[config.mk]
export PLATFORM = sky130hd
export DESIGN_NAME = sb_tx_arbiter
export DESIGN_NICKNAME = d
export VERILOG_FILES = /design/src/rtl/sb_tx_arbiter.sv
export SDC_FILE = /design/constraint.sdc
export NUM_CORES = 1
export LEC_CHECK = 0
export ABC_AREA = 1
export BUFFER_PORTS_ARGS = -buffer_cell sky130_fd_sc_hd__buf_2
export CORE_MARGIN = 8
export CORE_UTILIZATION = 39
export CTS_CLUSTER_SIZE = 16
export DETAILED_ROUTE_END_ITERATION = 16
export PLACE_DENSITY = 0.69
export SETUP_SLACK_MARGIN = 0.15
export SLEW_MARGIN = 40
export SYNTH_ARGS = -nofsm -noshare
export SYNTH_HDL_FRONTEND = slang
export SYNTH_SLANG_ARGS = --single-unit
export TNS_END_PERCENT = 50
[constraint.sdc]
create_clock -name clk -period 1.3 [get_ports clk]
set_input_delay 0.065 -clock clk [delete_from_list [all_inputs] [get_ports clk]]
set_output_delay 0.065 -clock clk [all_outputs]
set_load 0.02 [all_outputs]
[src/rtl/sb_tx_arbiter.sv]
// Arbitrates the shared sideband TX serializer between the tx point-test requester
// and the rx point-test responder; holds the winner's message for the whole send.
module sb_tx_arbiter #(
    parameter int MSG_W      = 4,
    parameter int DATA_W     = 16,
    parameter int GAP_CYCLES = 2,
    parameter int TIMEOUT    = 255
) (
    input  logic              clk,
    input  logic              rst,
    input  logic [MSG_W-1:0]  i_tx_msg,
    input  logic [DATA_W-1:0] i_tx_data,
    input  logic              i_tx_valid,
    input  logic              i_tx_data_valid,
    input  logic [MSG_W-1:0]  i_rx_msg,
    input  logic [DATA_W-1:0] i_rx_data,
    input  logic              i_rx_valid,
    input  logic              i_rx_data_valid,
    input  logic              i_sb_busy,
    output logic [MSG_W-1:0]  o_sb_msg,
    output logic [DATA_W-1:0] o_sb_data,
    output logic              o_sb_valid,
    output logic              o_sb_data_valid,
    output logic              o_busy_negedge,
    output logic              o_rx_owner,
    output logic              o_tx_done,
    output logic              o_rx_done,
    output logic              o_timeout
);

    localparam int TW = $clog2(TIMEOUT + 1);

    typedef enum logic [2:0] {IDLE, LAUNCH, WAIT_BUSY, SENDING, GAP} state_t;

    state_t            state_q, state_d;
    logic [MSG_W-1:0]  msg_q, msg_d;
    logic [DATA_W-1:0] data_q, data_d;
    logic              dv_q, dv_d;
    logic              sb_valid_q, sb_valid_d;
    logic              negedge_q, negedge_d;
    logic              rx_owner_q, rx_owner_d;
    logic              tx_done_q, tx_done_d;
    logic              rx_done_q, rx_done_d;
    logic              timeout_q, timeout_d;
    logic              busy_dly_q, busy_dly_d;
    logic              last_rx_q, last_rx_d;
    logic [3:0]        gap_cnt_q, gap_cnt_d;
    logic [TW-1:0]     to_cnt_q, to_cnt_d;
    logic              grant_rx;

    always_comb begin
        state_d    = state_q;
        msg_d      = msg_q;
        data_d     = data_q;
        dv_d       = dv_q;
        rx_owner_d = rx_owner_q;
        last_rx_d  = last_rx_q;
        sb_valid_d = 1'b0;
        negedge_d  = 1'b0;
        tx_done_d  = 1'b0;
        rx_done_d  = 1'b0;
        timeout_d  = 1'b0;
        busy_dly_d = i_sb_busy;
        gap_cnt_d  = '0;
        to_cnt_d   = to_cnt_q;
        // On a tie the requester that did not win last time takes the grant.
        grant_rx   = i_rx_valid && (!i_tx_valid || !last_rx_q);

        case (state_q)
            IDLE: begin
                if (i_tx_valid || i_rx_valid) begin
                    state_d    = LAUNCH;
                    sb_valid_d = 1'b1;
                    rx_owner_d = grant_rx;
                    last_rx_d  = grant_rx;
                    msg_d      = grant_rx ? i_rx_msg : i_tx_msg;
                    data_d     = grant_rx ? i_rx_data : i_tx_data;
                    dv_d       = grant_rx ? i_rx_data_valid : i_tx_data_valid;
                end
            end
            LAUNCH: begin
                state_d  = WAIT_BUSY;
                to_cnt_d = '0;
            end
            WAIT_BUSY: begin
                if (i_sb_busy) begin
                    state_d = SENDING;
                end else if (to_cnt_q == TW'(TIMEOUT - 1)) begin
                    state_d   = GAP;
                    timeout_d = 1'b1;
                end else if (to_cnt_q != '1) begin
                    to_cnt_d = to_cnt_q + TW'(1);
                end
            end
            SENDING: begin
                if (busy_dly_q && !i_sb_busy) begin
                    state_d   = GAP;
                    negedge_d = 1'b1;
                    tx_done_d = !rx_owner_q;
                    rx_done_d = rx_owner_q;
                end
            end
            GAP: begin
                if (gap_cnt_q == 4'(GAP_CYCLES - 1)) begin
                    state_d = IDLE;
                end else begin
                    gap_cnt_d = gap_cnt_q + 4'd1;
                end
            end
            default: state_d = IDLE;
        endcase
    end

    always_ff @(posedge clk) begin
        if (rst) begin
            state_q    <= IDLE;
            msg_q      <= '0;
            data_q     <= '0;
            dv_q       <= 1'b0;
            sb_valid_q <= 1'b0;
            negedge_q  <= 1'b0;
            rx_owner_q <= 1'b0;
            tx_done_q  <= 1'b0;
            rx_done_q  <= 1'b0;
            timeout_q  <= 1'b0;
            busy_dly_q <= 1'b0;
            last_rx_q  <= 1'b0;
            gap_cnt_q  <= '0;
            to_cnt_q   <= '0;
        end else begin
            state_q    <= state_d;
            msg_q      <= msg_d;
            data_q     <= data_d;
            dv_q       <= dv_d;
            sb_valid_q <= sb_valid_d;
            negedge_q  <= negedge_d;
            rx_owner_q <= rx_owner_d;
            tx_done_q  <= tx_done_d;
            rx_done_q  <= rx_done_d;
            timeout_q  <= timeout_d;
            busy_dly_q <= busy_dly_d;
            last_rx_q  <= last_rx_d;
            gap_cnt_q  <= gap_cnt_d;
            to_cnt_q   <= to_cnt_d;
        end
    end

    assign o_sb_msg        = msg_q;
    assign o_sb_data       = data_q;
    assign o_sb_valid      = sb_valid_q;
    assign o_sb_data_valid = dv_q;
    assign o_busy_negedge  = negedge_q;
    assign o_rx_owner      = rx_owner_q;
    assign o_tx_done       = tx_done_q;
    assign o_rx_done       = rx_done_q;
    assign o_timeout       = timeout_q;

endmodule

# After elaboration in Yosys (flattened, before gate mapping)
# Index checks and enable logic that the tools add are counted.
[word_totals]
reg_bits = 43
inputBits = 47
output_inout_bits = 27
wordCells = 67
[classes]
add_sub_neg = 2
eq_ne = 14
muxes = 16
bitwise_logic = 5
reduce_logical = 17
[op_table]
columns = ["operator", "n"]
rows = [
  ["$mux W8", 3],
  ["$mux W16", 1],
  ["$pmux W8 S2", 1],
  ["$mux W3", 5],
  ["$pmux W3 S5", 1],
  ["$ne A2 B2 Y1 const B", 6],
  ["$reduce_or A3 Y1", 3],
  ["$add A8 B1 Y8 const B", 1],
  ["$eq A8 B8 Y1 const B", 1],
  ["$ne A8 B8 Y1 const B", 1],
  ["$reduce_and A4 Y1", 2],
  ["$eq A3 B2 Y1 const B", 2],
  ["$not A1 Y1", 5],
  ["$add A4 B1 Y4 const B", 1],
  ["$eq A4 B1 Y1 const B", 1],
  ["$mux W1", 4],
  ["$mux W4", 1],
  ["$reduce_or A2 Y1", 2],
  ["$eq A3 B1 Y1 const B", 1],
  ["$eq A3 B3 Y1 const B", 1],
  ["$logic_not A1 Y1", 3],
  ["$logic_not A3 Y1", 1],
  ["$ne A3 B3 Y1 const B", 1],
  ["$logic_and A1 B1 Y1", 2],
  ["3 further kinds", 4],
]

# Logic depth before layout (Yosys ltp)
# Gate-level depths: netlist (run 1).
[depth]
word_depth = 5
depth_mapped = 12

# Worst setup path before layout (run 1)
# OpenSTA, ideal clock, no wires.
[synth_path]
path_type = "reg-to-reg"
from = "reg to_cnt_q[0]"
to = "reg to_cnt_q[5]"
setup_time_ps = 109
t_arrival_ps = 1231
slack_ps = -40
stages_incl_launch_ff = 13
n_path_buf = 0
path_cell_list = "dfxtp_1 > inv_1 > ha_1 > inv_1 > nor2_1 > nand2_1 > nand2_2 > nand2_4 > nand2_2 > nand2_1 > nand2_1 > nand2_1 > inv_1"
[synth_between]
elab_chain_cells = 5
word_cells_on_any_way = 10
cone_classes = "add/sub (1); eq/ne (4); mux (4); reduce/logical (1)"
[synth_rtl]
columns = ["element", "line_no", "text"]
rows = [
  ["start, declared", "48", "logic [TW-1:0] to_cnt_q, to_cnt_d;"],
  ["start signal, assigned", "144", "to_cnt_q <= to_cnt_d;"],
  ["$add A8 B1 Y8", "92", "to_cnt_d = to_cnt_q + TW'(1);"],
  ["$mux W8", "91", "end else if (to_cnt_q != '1) begin"],
  ["$mux W8", "88", "end else if (to_cnt_q == TW'(TIMEOUT - 1)) begin"],
  ["$mux W8", "86", "if (i_sb_busy) begin"],
  ["$pmux W8 S2", "69", "case (state_q)"],
]
# Several ways; a longest one is shown, not always the timed one. The select of a mux whose other input is x is not followed.
# A chain may end at the register's enable or synchronous reset.

# Worst setup path after layout (run 1)
[layout_path]
from = "reg to_cnt_q[1]"
to = "reg to_cnt_q[1]"
# The elaborated chain is that of the path after synthesis.

==> key figures, run 1 <==
Outcome
  • Status: finished, violations left
  • Failing checks: negative setup slack

Place
  • DP HPWL: 4250 um
  • Placement Cell Area: roughly 0.0026 mm2
  • # port buffers: between 70 and 80
  • Pre-CTS WS: -0.0893 ns
  • GP Congestion: roughly 0.84
  • Placed Instances: 433

STA
  • Final setup violation count: 8
  • Min Tclk post-route: roughly 1.4 ns
  • Final worst clock skew: 0.00582 ns
  • Worst Tran Pin Value: between 0.3 and 0.4 ns
  • Final worst-path cycle share: 1.08
  • Final hold violations: 0
  • Fin. max-slew vios: 0
  • RSZ-0062 raised after global routing: yes
  • Fmax: 711 MHz
  • Hold_ws: 0.00601 ns
  • Setup WS post-layout: -0.107 ns
  • Final setup TNS: -0.581 ns
  • Max_slew headroom: 0.787

Synth
  • Synthesis Warnings: 0
  • Post-synthesis adder-cell area fraction: 0.0243
  • Compound-gate portion of the synthesized area: 0.195
  • Post-Syn Instances: 285
  • Main combinational cell family by area after synthesis: simple AND/OR/NAND/NOR gates
  • Cell Area, Synth: 0.00206 mm2
  • Dominant cell type by area after synthesis: dfxtp_1
  • Mean post-synth cell area: 7.21 um2
  • Count leader, synth: nand2_1
  • #FFs+latches synth: 43
  • Mapped Nets: 336
  • Synth Area in XOR/XNOR: 0.00852
  • Yosys cell types: 27
  • Most instantiated cells after synthesis: nand2_1, a21oi_1, dfxtp_1
  • Number of synthesized flops with an enable pin: 0
  • Main synth FF type: dfxtp_1
  • Post-synth ARST share: 0
  • Sequential area share after synthesis: 0.419
  • Simple-Gate Fraction of Synth Area: 0.271
  • Top post-synthesis cells by area: dfxtp_1, a21oi_1, nand2_1, o21ai_0, nor2_1
  • Top-area cell type share of the netlist area: 0.419
  • Post-synthesis mux area share: 0

Power and ir drop
  • Peak supply drop: ~1500 uV
  • P_sw: a little under 3 mW
  • Sw frac: 0.437
  • Pint: 3.83 mW
  • Clock power frac: 0.149
  • LEAKAGE: ~1.5 nW
  • P per Cell Area: 2030 mW/mm2
  • Final Power: 6.81 mW
  • Share of power burned in combinational logic: 0.566
  • Sequential power share: 0.285

Final layout
  • Ant diodes: 0
  • Share of cells above drive strength 1: 0.531
  • Fin cells: 460
  • Final-stage net count: 440
  • Fin area: 0.00335 mm2
  • Core Util, Final: 0.656
  • Synth-to-layout area growth: 63.1%

Drt
  • DRT iter0 DRCs: 167
  • DRT Wirelength: 7210 um
  • DRC: 0
  • DR pass1 iterations: 4
  • Antenna Nets Post-Route: 0
  • Routed wire per std cell: 15.7 um
  • Total number of vias: 2360
  • Drt via density: 5.13

Global routing
  • First-pass GRT wire length: 10700 um
  • Congestion Overflow GR: 0
  • Vias in the first global route: roughly 2300
  • GRT Overall Usage: 0.174
  • Largest net degree at the start of global routing: 22
  • Initial antenna violation count: 0

Worst setup path
  • CP Class: flop to flop
  • Req. time, crit path: 1.49 ns
  • CP endpoint kind: flop
  • Worst Path Arrival: 1.60 ns
  • Crit path launch type: flop
  • Maximum fanout along the worst path: 5
  • R2R Setup Slk: -0.11 ns

Floorplanning
  • Chip height: 88.6 um
  • Die X-Extent: 88.6 um
  • Core box area: 0.00511 mm2
  • I/O Pins: 74
  • Die ar.: 0.00785 mm2
  • FP Rows: 26
  • Initial core utilization: 0.402

Clock tree
  • Clock Pin Slew Worst Setup and Hold Paths: roughly 0.090 ns
  • CTS Buffer Depth: 2
  • TritonCTS clock tree: built
  • CTS sink cnt: 43
  • H-tree Lvls: 2
  • Clk Latency, worst-skew pair: 0.30 ns
  • TritonCTS buffer count: 5
  • Clk root buf: clkbuf_8

Flow run
  • Number of max-cap violations: 0

Worst hold path
  • Hold WC Path Type: primary input to flop
layout make-up:
class	count	area [um2]
Fill cell	403	1760
Sequential cell	43	886
Timing Repair Buffer	105	701
Tap cell	70	87.6
Inverter	26	126
Multi-Input combinational cell	205	1420
Clock inverter	1	5.00
Clock buffer	7	108
Timing Repair inverter	3	22.5
sequential cells by signal, indices dropped and copies added (netlist names):
| name | flops |
|---|---|
| gap_cnt_q | 4 |
| o_sb_msg | 4 |
| last_rx_q | 1 |
| to_cnt_q | 8 |
| o_sb_valid | 1 |
| o_sb_data | 16 |
| o_tx_done | 1 |
| o_busy_negedge | 1 |
| o_sb_data_valid | 1 |
| busy_dly_q | 1 |
| state_q | 3 |
| o_timeout | 1 |
| o_rx_done | 1 |
final timing paths:
path                                  from                          to  depth (start not counted)
hold / removal               i_tx_data[14]  o_sb_data[14]$_SDFFE_PP0P_                          3
setup / recovery  to_cnt_q[1]$_SDFFE_PP0P_    to_cnt_q[1]$_SDFFE_PP0P_                          9
setup reg to reg  to_cnt_q[1]$_SDFFE_PP0P_    to_cnt_q[1]$_SDFFE_PP0P_                          9
hold reg to reg    gap_cnt_q[0]$_SDFF_PP0_     gap_cnt_q[0]$_SDFF_PP0_                          1
power groups by stage:
stage	clock network [mW]	registers [mW]	logic (mW)
2_1_floorplan	0	2.30	1.32
3_3_place_gp	0	1.92	2.42
3_5_place_dp	0	1.92	2.44
4_1_cts	1.04	1.90	3.23
5_1_grt	1.08	1.97	4.15
6_report	1.01	1.94	3.86
routing by layer:
metal  up-vias  wire length, um  share of wire  track usage
met3        14              599          0.083       0.0743
met1      1101             2880           0.40        0.186
met2        96             3600           0.50        0.308
li1       1149                -              -            -
met4         0              124          0.017       0.0445
met5         -                0              0            0
worst max-delay path: stages, from the launching register on:
cell,delay (ns)
dfxtp_4,0.39
ha_4,0.15
nand2_4,0.06
nor2_4,0.13
nand2_2,0.08
nand2_4,0.12
buf_12,0.11
nand2_4,0.07
nand3b_1,0.13
a21oi_2,0.06
layout by cell type, fill, tap and decap left out, types with 3 or more instances in the layout:
cell type / instances
dfxtp_4: 6
buf_16: 3
nor2_2: 6
nand3_1: 8
inv_4: 3
nand3_2: 7
clkinvlp_4: 4
nor2_4: 3
nand2_4: 8
nor2_1: 19
buf_4: 24
inv_1: 18
nand2_2: 8
a21oi_2: 26
a21oi_4: 8
nand2_1: 50
dfxtp_1: 35
nand2_8: 4
o21ai_0: 18
clkbuf_8: 6
a21oi_1: 19
o21ai_1: 5
buf_2: 73
cells by family after synthesis:
| group | after synthesis |
|---|---|
| AND/OR/NAND/NOR | 119 |
| AO/OA/AOI/OAI | 78 |
| flip-flops | 43 |
| buffers and inverters | 39 |
| adder cells (fa/ha/maj) | 4 |
| XOR/XNOR | 2 |
timing repair:
item	4_1_cts	5_1_grt
cloned	7	1
setup endpoints to repair	40	40
hold endpoints to repair	1	0
buffers inserted	5	5
resized for setup	52	60
pin swaps	34	40
hold buffers	1	0
No activity file was read; power rests on OpenSTA's default activity.
==> run 2, diff against run 1 <==
PLACE_DENSITY = 0.68   (was 0.69)
==> run 2 against run 1 <==
Effect of this change:
- the run still ends with negative setup slack left
- count of clock-buffer cells in the layout decreased by 1
- sequential power about the same
- combinational power decreased by 11%
- setup slack improved by 0.053 ns
- final cell count decreased by 0.22%
- critical path type unchanged
- largest cell class unchanged
==> key figures, run 2 (synthesis results as in run 1) <==
STA
  • Max_slew headroom: 0.823 (+0.0366)
  • Final worst clock skew: 0.00758 ns (+0.00176 ns)
  • RSZ-0062 raised after global routing: yes
  • Final hold violations: 0 (unchanged)
  • Final setup TNS: -0.201 ns (+0.380 ns)
  • Fin. max-slew vios: 0 (unchanged)
  • Final setup violation count: 6 (-2)
  • Fmax: 739 MHz (+3.9%)
  • Min Tclk post-route: 1.35 ns (-0.0534 ns)
  • Setup WS post-layout: -0.0533 ns (+0.0534 ns)
  • Worst Tran Pin Value: 0.265 ns (-0.0549 ns)
  • Final worst-path cycle share: 1.04 (-0.0411)

Clock tree
  • CTS sink cnt: 43 (unchanged)
  • CTS Buffer Depth: 2 (unchanged)
  • Clk root buf: clkbuf_8
  • Clock Pin Slew Worst Setup and Hold Paths: 0.09 ns (about the same)
  • Clk Latency, worst-skew pair: 0.30 ns (about the same)
  • TritonCTS buffer count: 5 (unchanged)
  • TritonCTS clock tree: built
  • H-tree Lvls: 2 (unchanged)

Power and ir drop
  • Final Power: 6.22 mW (-8.6%)
  • P_sw: 2.78 mW (-6.6%)
  • Clock power frac: 0.137 (-0.012)
  • Share of power burned in combinational logic: 0.554 (-0.012)
  • P per Cell Area: 1910 mW/mm2 (-5.8%)
  • Sequential power share: 0.309 (+0.024)
  • Pint: 3.44 mW (-10%)
  • Peak supply drop: 1330 uV (-9.0%)
  • Sw frac: 0.446 (+0.00947)
  • LEAKAGE: 1.42 nW (-4.3%)

Outcome
  • Failing checks: negative setup slack
  • Status: finished, violations left

Final layout
  • Register area: 881 um2 (-0.56%)
  • Footprint of the multi-input gates: 0.00137 mm2 (-3.6%)
  • Synth-to-layout area growth: 58.1%
  • Fill count: 431 (+6.9%)
  • Most frequent cells in the layout: buf_2, nand2_1, dfxtp_1
  • Share of cells above drive strength 1: 0.504 (-0.0269)
  • Final-stage net count: 439 (-0.23%)
  • Ant diodes: 0 (unchanged)
  • Commonest non-fill, non-tap cell in the layout: buf_2
  • Fin area: 0.00325 mm2 (-3.0%)
  • Fin cells: 459 (-0.22%)
  • Largest register FFs: 16 (unchanged)

Worst setup path
  • Slowest stage cell, crit path: dfxtp_4
  • CP bufs+invs: 4 (+3)
  • Cell family with the largest share of critical-path delay: simple AND/OR/NAND/NOR gates
  • Most frequent CP cell: nor2_2
  • CP Class: flop to flop
  • CP endpoint kind: flop
  • Req. time, crit path: 1.51 ns (+0.02 ns)
  • Crit path launch type: flop
  • Crit. path cell count: 12 (+3)
  • Worst reg2reg path depth: 12 (+3)
  • Maximum fanout along the worst path: 5 (unchanged)
  • Worst Path Arrival: 1.56 ns (-0.04 ns)
  • Crit-path cells: inv_4 > ha_4 > inv_2 > nor2_2 > nand2_2 > nand2_4 > nand2_8 > buf_6 > nand3_2 > nand2_1 > inv_1 > nor2_2
  • Largest stage delay, worst path: 0.38 ns (about the same)

Drt
  • Antenna Nets Post-Route: 0 (unchanged)
  • DRC: 0 (unchanged)
  • Total number of vias: 2273 (-3.7%)
  • DR pass1 iterations: 4 (unchanged)
  • DRT Wirelength: 6520 um (-9.5%)
  • Routed wire per std cell: 14.2 um (-9.3%)
  • DRT iter0 DRCs: 115 (-31%)
  • Drt via density: 4.95 (-3.5%)

Worst hold path
  • Hold WC Path Type: primary input to flop
  • Hold Path Depth: 3 (unchanged)

Place
  • Placement Cell Area: 0.00261 mm2 (-0.19%)
  • Pre-CTS WS: -0.0801 ns (+0.00918 ns)
  • Placed Instances: 434 (+0.23%)
  • GP Congestion: 0.830 (-1.1%)
  • # port buffers: 73 (unchanged)
  • DP HPWL: 4220 um (-0.66%)

Global routing
  • Largest net degree at the start of global routing: 22 (unchanged)
  • First-pass GRT wire length: 9870 um (-8.0%)
  • Congestion Overflow GR: 0 (unchanged)
  • Vias in the first global route: 2217 (-5.6%)
  • GRT Overall Usage: 0.162 (-0.0126)
  • Initial antenna violation count: 0 (unchanged)

Floorplanning
  • FP Rows: 26 (unchanged)
  • Core box area: 0.00511 mm2 (unchanged)
  • Chip height: 88.6 um (unchanged)
  • Initial core utilization: 0.402 (unchanged)
  • Die ar.: 0.00785 mm2 (unchanged)
  • I/O Pins: 74 (unchanged)
  • Die X-Extent: 88.6 um (unchanged)

Flow run
  • Number of max-cap violations: 0 (unchanged)
==> run 2: changes by cell type in the layout (fill, tap and decap cells not counted), sizes merged <==
cell / before / now
clkbuf: 7 / 8
clkinvlp: 4 / 5
dlygate4sd3: 1 / 5
buf: 104 / 97
==> run 2: worst min-delay path: cells and delay by family <==
family                 cells  cell delay [ns]
AOI/OAI and AO/OA          1             0.06
and+or+nand+nor            1             0.05
buffers and inverters      1             0.09
==> run 2: power by group through the flow <==
stage / logic, mW / registers [mW] / clock network [mW]
after CTS: 2.69 / 1.90 / 0.864
after global placement: 2.39 / 1.92 / 0
after floorplan: 1.32 / 2.30 / 0
after detailed placement: 2.42 / 1.91 / 0
final: 3.45 / 1.92 / 0.852
after global routing: 3.75 / 1.96 / 0.921
==> run 2: cell type report <==
cell class / count / share of cell area
Inverter: 26 / 0.0381
Multi-Input combinational cell: 205 / 0.420
Tap cell: 70 / 0.0269
Timing Repair Buffer: 104 / 0.211
Clock inverter: 2 / 0.00385
Clock buffer: 6 / 0.0223
Sequential cell: 43 / 0.271
Timing Repair inverter: 3 / 0.00693
==> run 2: metal layers <==
metal	vias to the layer above	part of all wire	wire, um	global-route usage
met5	-	0	0	0
met4	0	0.022	141	0.0614
met3	12	0.077	503	0.0706
met2	68	0.48	3160	0.267
met1	1053	0.42	2720	0.178
li1	1140	-	-	-
==> run 2: stage by stage <==
stage                      util  hold WS, ns
after CTS                 0.561     0.000625
after global placement    0.512        0.281
after floorplan               -        0.144
final                     0.636       0.0117
after global routing      0.636      0.00777
after detailed placement  0.512        0.281
==> run 2: final timing paths <==
check                           startpoint                         to  slack, ns
setup reg to reg  to_cnt_q[0]$_SDFFE_PP0P_   to_cnt_q[7]$_SDFFE_PP0P_      -0.05
setup / recovery  to_cnt_q[0]$_SDFFE_PP0P_   to_cnt_q[7]$_SDFFE_PP0P_      -0.05
hold / removal                i_tx_data[0]  o_sb_data[0]$_SDFFE_PP0P_       0.01
hold reg to reg     last_rx_q$_SDFFE_PP0P_       o_tx_done$_SDFF_PP0_       0.45
==> run 2: repair_timing <==
action / CTS / global route
pin swaps: 10 / 39
buffers inserted: 0 / 5
resized for setup: 31 / 77
hold buffers: 4 / 1
cloned: 4 / 3
setup endpoints to repair: 38 / 42
endpoints found under the hold margin: 4 / 1
